$ cat config.mk
export PLATFORM = sky130hd
export DESIGN_NAME = alu_exec_unit
export DESIGN_NICKNAME = d
export VERILOG_FILES = /design/src/rtl/alu_exec_unit.sv
export SDC_FILE = /design/constraint.sdc
export NUM_CORES = 2
export LEC_CHECK = 0
export CAP_MARGIN = 5
export CORE_AREA = 2 2 353 355
export DETAILED_ROUTE_END_ITERATION = 8
export DIE_AREA = 0 0 355 357
export PLACE_DENSITY_LB_ADDON = 0.2
export SYNTH_ARGS = -nofsm -noshare
export SYNTH_HDL_FRONTEND = slang
export SYNTH_SLANG_ARGS = --single-unit
$ cat constraint.sdc
create_clock -name clk -period 10.6 [get_ports clk]
set_input_delay 1.06 -clock clk [delete_from_list [all_inputs] [get_ports clk]]
set_output_delay 1.06 -clock clk [all_outputs]
set_load 0.005 [all_outputs]
$ cat src/rtl/alu_exec_unit.sv
// Purpose: RV32IM ALU execute stage. Decodes ALUControl fields plus the M extension and returns a registered result.
// Latency: out_valid rises 1 cycle after accept for basic/illegal ops, MUL_CYCLES for MUL*, and XLEN+1 for DIV/REM.
// Backpressure: one operation in flight. The result is held in DONE until out_ready; in_ready returns the cycle after hand-off.
module alu_exec_unit #(
    parameter int XLEN       = 32,
    parameter int MUL_CYCLES = 2
) (
    input  logic            clk,
    input  logic            reset,
    input  logic            in_valid,
    output logic            in_ready,
    input  logic [1:0]      alu_op,
    input  logic [2:0]      funct3,
    input  logic            funct7b5,
    input  logic            funct7b0,
    input  logic            opb5,
    input  logic [XLEN-1:0] src_a,
    input  logic [XLEN-1:0] src_b,
    output logic            out_valid,
    input  logic            out_ready,
    output logic [XLEN-1:0] result,
    output logic            zero,
    output logic            illegal,
    output logic            busy
);
    localparam int SHW  = $clog2(XLEN);
    localparam int CNTW = $clog2(XLEN + MUL_CYCLES + 1);

    typedef enum logic [1:0] {S_IDLE, S_MUL, S_DIV, S_DONE} state_t;

    state_t            state_q, state_d;
    logic              pend_q, pend_d;
    logic [CNTW-1:0]   cnt_q, cnt_d;
    logic [2:0]        f3_q, f3_d;
    logic [XLEN-1:0]   op_a_q, op_a_d, op_b_q, op_b_d;
    logic [XLEN-1:0]   quo_q, quo_d, rem_q, rem_d, dvs_q, dvs_d;
    logic              qneg_q, qneg_d, rneg_q, rneg_d, div0_q, div0_d;
    logic [XLEN-1:0]   result_q, result_d;
    logic              illegal_q, illegal_d;

    logic [XLEN-1:0]   alu_res;
    logic              alu_ill;
    logic [SHW-1:0]    shamt;
    logic              is_mext, accept;
    logic [2*XLEN-1:0] mul_a_ext, mul_b_ext, prod;
    logic [XLEN-1:0]   mul_res, div_res;
    logic [XLEN:0]     rem_sh, diff;
    logic              a_neg, b_neg;

    assign shamt     = src_b[SHW-1:0];
    assign is_mext   = (alu_op == 2'b10) && opb5 && funct7b0;
    assign in_ready  = (state_q == S_IDLE) && !pend_q && !reset;
    assign accept    = in_valid && in_ready;
    assign out_valid = (state_q == S_DONE);
    assign busy      = (state_q == S_MUL) || (state_q == S_DIV);
    assign result    = result_q;
    assign illegal   = illegal_q;
    assign zero      = (result_q == '0);

    // Single-cycle ALU result from the live operands, captured on accept.
    always_comb begin
        alu_res = '0;
        alu_ill = 1'b0;
        unique case (alu_op)
            2'b00: alu_res = src_a + src_b;
            2'b01: alu_res = src_a - src_b;
            2'b10: begin
                unique case (funct3)
                    3'b000: alu_res = (opb5 && funct7b5) ? (src_a - src_b) : (src_a + src_b);
                    3'b001: alu_res = src_a << shamt;
                    3'b010: alu_res = {{(XLEN-1){1'b0}}, ($signed(src_a) < $signed(src_b))};
                    3'b011: alu_res = {{(XLEN-1){1'b0}}, (src_a < src_b)};
                    3'b100: alu_res = src_a ^ src_b;
                    3'b101: alu_res = funct7b5 ? $unsigned($signed(src_a) >>> shamt) : (src_a >> shamt);
                    3'b110: alu_res = src_a | src_b;
                    default: alu_res = src_a & src_b;
                endcase
            end
            default: begin
                if (funct3 == 3'b000) begin
                    alu_res = src_a + src_b;
                end else if (funct3 == 3'b001) begin
                    alu_res = src_b;
                end else begin
                    alu_ill = 1'b1;
                end
            end
        endcase
    end

    // Full-width product of the latched operands. MULH and MULHSU treat A as signed; only MULH treats B as signed.
    always_comb begin
        mul_a_ext = {{XLEN{(f3_q == 3'b001 || f3_q == 3'b010) && op_a_q[XLEN-1]}}, op_a_q};
        mul_b_ext = {{XLEN{(f3_q == 3'b001) && op_b_q[XLEN-1]}}, op_b_q};
        prod      = mul_a_ext * mul_b_ext;
        mul_res   = (f3_q == 3'b000) ? prod[XLEN-1:0] : prod[2*XLEN-1:XLEN];
    end

    // One restoring-division step plus the final sign fix-up. A zero divisor forces the quotient to all ones.
    always_comb begin
        rem_sh  = {rem_q, quo_q[XLEN-1]};
        diff    = rem_sh - {1'b0, dvs_q};
        div_res = f3_q[1] ? (rneg_q ? -rem_q : rem_q)
                          : ((qneg_q && !div0_q) ? -quo_q : quo_q);
        a_neg   = !funct3[0] && src_a[XLEN-1];
        b_neg   = !funct3[0] && src_b[XLEN-1];
    end

    // Next-state logic: accept, sequencing of the multi-cycle ops, and the result hand-off.
    always_comb begin
        state_d   = state_q;
        pend_d    = pend_q;
        cnt_d     = cnt_q;
        f3_d      = f3_q;
        op_a_d    = op_a_q;
        op_b_d    = op_b_q;
        quo_d     = quo_q;
        rem_d     = rem_q;
        dvs_d     = dvs_q;
        qneg_d    = qneg_q;
        rneg_d    = rneg_q;
        div0_d    = div0_q;
        result_d  = result_q;
        illegal_d = illegal_q;
        unique case (state_q)
            S_IDLE: begin
                if (pend_q) begin
                    pend_d  = 1'b0;
                    state_d = S_DONE;
                end else if (accept) begin
                    f3_d      = funct3;
                    op_a_d    = src_a;
                    op_b_d    = src_b;
                    illegal_d = 1'b0;
                    if (is_mext && !funct3[2]) begin
                        cnt_d   = CNTW'(MUL_CYCLES - 1);
                        state_d = S_MUL;
                    end else if (is_mext) begin
                        quo_d   = a_neg ? -src_a : src_a;
                        dvs_d   = b_neg ? -src_b : src_b;
                        rem_d   = '0;
                        qneg_d  = a_neg ^ b_neg;
                        rneg_d  = a_neg;
                        div0_d  = (src_b == '0);
                        cnt_d   = CNTW'(XLEN);
                        state_d = S_DIV;
                    end else begin
                        result_d  = alu_res;
                        illegal_d = alu_ill;
                        pend_d    = 1'b1;
                    end
                end
            end
            S_MUL: begin
                if (cnt_q == '0) begin
                    result_d = mul_res;
                    state_d  = S_DONE;
                end else begin
                    cnt_d = cnt_q - 1'b1;
                end
            end
            S_DIV: begin
                if (cnt_q == '0) begin
                    result_d = div_res;
                    state_d  = S_DONE;
                end else begin
                    cnt_d = cnt_q - 1'b1;
                    if (!diff[XLEN]) begin
                        rem_d = diff[XLEN-1:0];
                        quo_d = {quo_q[XLEN-2:0], 1'b1};
                    end else begin
                        rem_d = rem_sh[XLEN-1:0];
                        quo_d = {quo_q[XLEN-2:0], 1'b0};
                    end
                end
            end
            default: begin
                if (out_ready) begin
                    state_d = S_IDLE;
                end
            end
        endcase
    end

    // State and datapath registers. Reset aborts any in-flight operation.
    always_ff @(posedge clk or posedge reset) begin
        if (reset) begin
            state_q   <= S_IDLE;
            pend_q    <= 1'b0;
            cnt_q     <= '0;
            f3_q      <= '0;
            op_a_q    <= '0;
            op_b_q    <= '0;
            quo_q     <= '0;
            rem_q     <= '0;
            dvs_q     <= '0;
            qneg_q    <= 1'b0;
            rneg_q    <= 1'b0;
            div0_q    <= 1'b0;
            result_q  <= '0;
            illegal_q <= 1'b0;
        end else begin
            state_q   <= state_d;
            pend_q    <= pend_d;
            cnt_q     <= cnt_d;
            f3_q      <= f3_d;
            op_a_q    <= op_a_d;
            op_b_q    <= op_b_d;
            quo_q     <= quo_d;
            rem_q     <= rem_d;
            dvs_q     <= dvs_d;
            qneg_q    <= qneg_d;
            rneg_q    <= rneg_d;
            div0_q    <= div0_d;
            result_q  <= result_d;
            illegal_q <= illegal_d;
        end
    end
endmodule

==> impl_metrics.json <==
{
  "grt_overflow": 0,
  "avgSynthCellArea_um2": 8.229,
  "end_kind": "flop",
  "synthFlopType": "dfrtp_1",
  "remaining_drc_errors": 0,
  "final_net_count": 8794,
  "dp_hpwl_um": 183800,
  "setup_viol": 0,
  "cp_top_family": "adder cells",
  "hold_depth": 2,
  "start_util": 0.4956,
  "min_from": "dvs_q[13]",
  "tns_ps": 0,
  "arrival_ps": 9990,
  "maxCapViolCount": 1,
  "hold_path_class": "flop to flop",
  "portBuffers": 112,
  "synth-edff-count": 0,
  "slew_viol_final": 2,
  "synth_seq_area_share": 0.08540,
  "cts_root_buf": "clkbuf_16",
  "grt_start_max_net_pins": 93,
  "max-slew-margin-rel": -0.09775,
  "ys_seq_elements": 208,
  "post-cts-setup-buffer-count": 0,
  "final_common_cell": "inv_1",
  "clk-insertion-delay-late_ps": 650,
  "wl_per_cell_um": 25.21,
  "avgViaCountPerCell": 5.940,
  "numCtsBuffers": 30,
  "startpoint_type": "flop",
  "finClkSkew_ps": 50.23,
  "status": "finished with violations",
  "gp_congestion": 1.033,
  "ff2ff_path_depth": 29,
  "postCtsResizedCells": 0,
  "cpMaxStageDelayCell": "fa_1",
  "crit_type": "flop to flop",
  "via_count": 52860,
  "r2r_setup_slack_ps": 1100,
  "cp_num_buf_inv": 8,
  "critPathMaxStageDelay_ps": 770,
  "rows": 129,
  "die_h_um": 357,
  "ant_nets": 0,
  "grt_pass1_vias": 54210,
  "min_to": "dvs_q[13]",
  "required_ps": 11090,
  "cts_tree": "done",
  "rsz0062_at_grt": "false",
  "yosysWarningCount": 0,
  "drive_gt1_frac": 0.04380,
  "wl_um": 224400,
  "min_period_ps": 9505,
  "critPathMaxFanout": 16,
  "path_clk_slew_ps": 60,
  "grt_use_total": 0.3584,
  "r2r-end": "result[25]",
  "tightest_slew_ps": 1605,
  "crit_top_cell": "fa_1",
  "clock-sinks": 208,
  "die_w_um": 355,
  "path_depth": 29,
  "async_reset_ff_frac": 1.000,
  "synth_nets": 8962,
  "clock_path_buffers": 3,
  "grt_antenna_before_repair": 7,
  "hold_violations": 0,
  "fin_crit_sh": 0.8967,
  "reg2reg_from": "f3_q[0]",
  "syn_inst": 7407,
  "synth.distinct_cells": 89,
  "area_growth_pct": 6.091,
  "final_cell_mix": "inv_1, nand2_1, fa_1, o21ai_0, ha_1",
  "htree_num_levels": 1,
  "die_area_mm2": 0.1267,
  "drt-initial-drc-count": 5048,
  "num_io_pins": 113,
  "cts_hold_buf": 0,
  "core_area_mm2": 0.1230,
  "fmax_mhz": 105.2,
  "syn-cell-area_mm2": 0.06095,
  "violations": "capacitance limit, slew limit",
  "grt_pass1_wl_um": 342700,
  "dr.pass1.iters": 7
}
==> final cells by class <==
| class | count | area, um^2 |
|---|---|---|
| antenna | 1 | 2.502 |
| clock buffer | 36 | 844.6 |
| clock inverter | 18 | 212.7 |
| fill | 11750 | 58330 |
| inverter | 1349 | 5071 |
| multi-input combinational | 5377 | 48970 |
| sequential | 208 | 5213 |
| tap | 1637 | 2048 |
| timing repair buffer | 273 | 2302 |
==> sequential cells by signal, summed over array words and instances, names as in the netlist, 2 cells and up <==
name     cells
quo_q       32
rem_q       32
op_b_q      32
result      32
op_a_q      32
cnt_q        6
dvs_q       32
f3_q         3
state_q      2
==> kinds of logic (layout without fill, tap and decap cells) <==
kind of cell | count (synthesis) | in the layout | share of synthesized area
AND/OR/NAND/NOR | 2172 | 2172 | 0.1594
flip-flops | 208 | 208 | 0.08540
XOR/XNOR | 284 | 284 | 0.04081
multiplexers | 104 | 104 | 0.02135
buffers and inverters | 1822 | 1676 | 0.1126
AO/OA/AOI/OAI | 1338 | 1338 | 0.1379
other | 0 | 1 | 0
adder cells (fa/ha/maj) | 1479 | 1479 | 0.4426
==> metal layers <==
layer	track usage	wire length, um	part of all wire	up-vias
met5	0	13	0.000058	-
met4	0.1896	15020	0.067	2
met3	0.05842	19550	0.087	576
met2	0.5604	99420	0.44	2568
met1	0.4808	90370	0.40	26750
li1	-	-	-	22970
==> synth_stat cells (all sizes together) (54+ instances only) <==
cell type / instances / area [um^2]
a21oi: 321 / 1610
a211oi: 54 / 405.4
inv: 1342 / 5037
o211ai: 61 / 457.9
o21ai: 449 / 2247
a21o: 55 / 412.9
fa: 1128 / 22580
nand2: 1201 / 4508
dfrtp: 208 / 5205
xor2: 91 / 797.0
mux2i: 67 / 670.6
nand3: 63 / 315.3
nor2: 316 / 1186
clkbuf: 432 / 1622
ha: 351 / 4392
and2: 329 / 2058
xnor2: 193 / 1690
==> stage by stage <==
step                std cells  hold WS [ps]  instance area, um^2  utilization  worst slack (ps)
finish                   8899         483.2                64660       0.5257              1095
detailed placement       8844         474.3                63600       0.5171              1199
floorplan                7407         449.8                60950            -              1956
global route             8898         512.3                64660       0.5257             460.6
CTS                      8898         487.9                64660       0.5257              1175
global placement         8844         464.4                63600       0.5171              1374
==> how the worst max path moves through the flow <==
stage	start	end
2_1_floorplan	f3_q[1]	result[28]
3_3_place_gp	f3_q[0]	result[25]
3_5_place_dp	f3_q[0]	result[28]
4_1_cts	f3_q[0]	result[25]
5_1_grt	f3_q[0]	result[25]
6_report	f3_q[0]	result[25]
==> worst min-delay path: stages, from the launching register on <==
cell     delay (ps)
dfrtp_1         340
nand2_1          50
o21ai_0          60
Power is left out: the tool's default activity adds up to more than one toggle a clock period on the data nets, which glitch-free logic cannot reach.
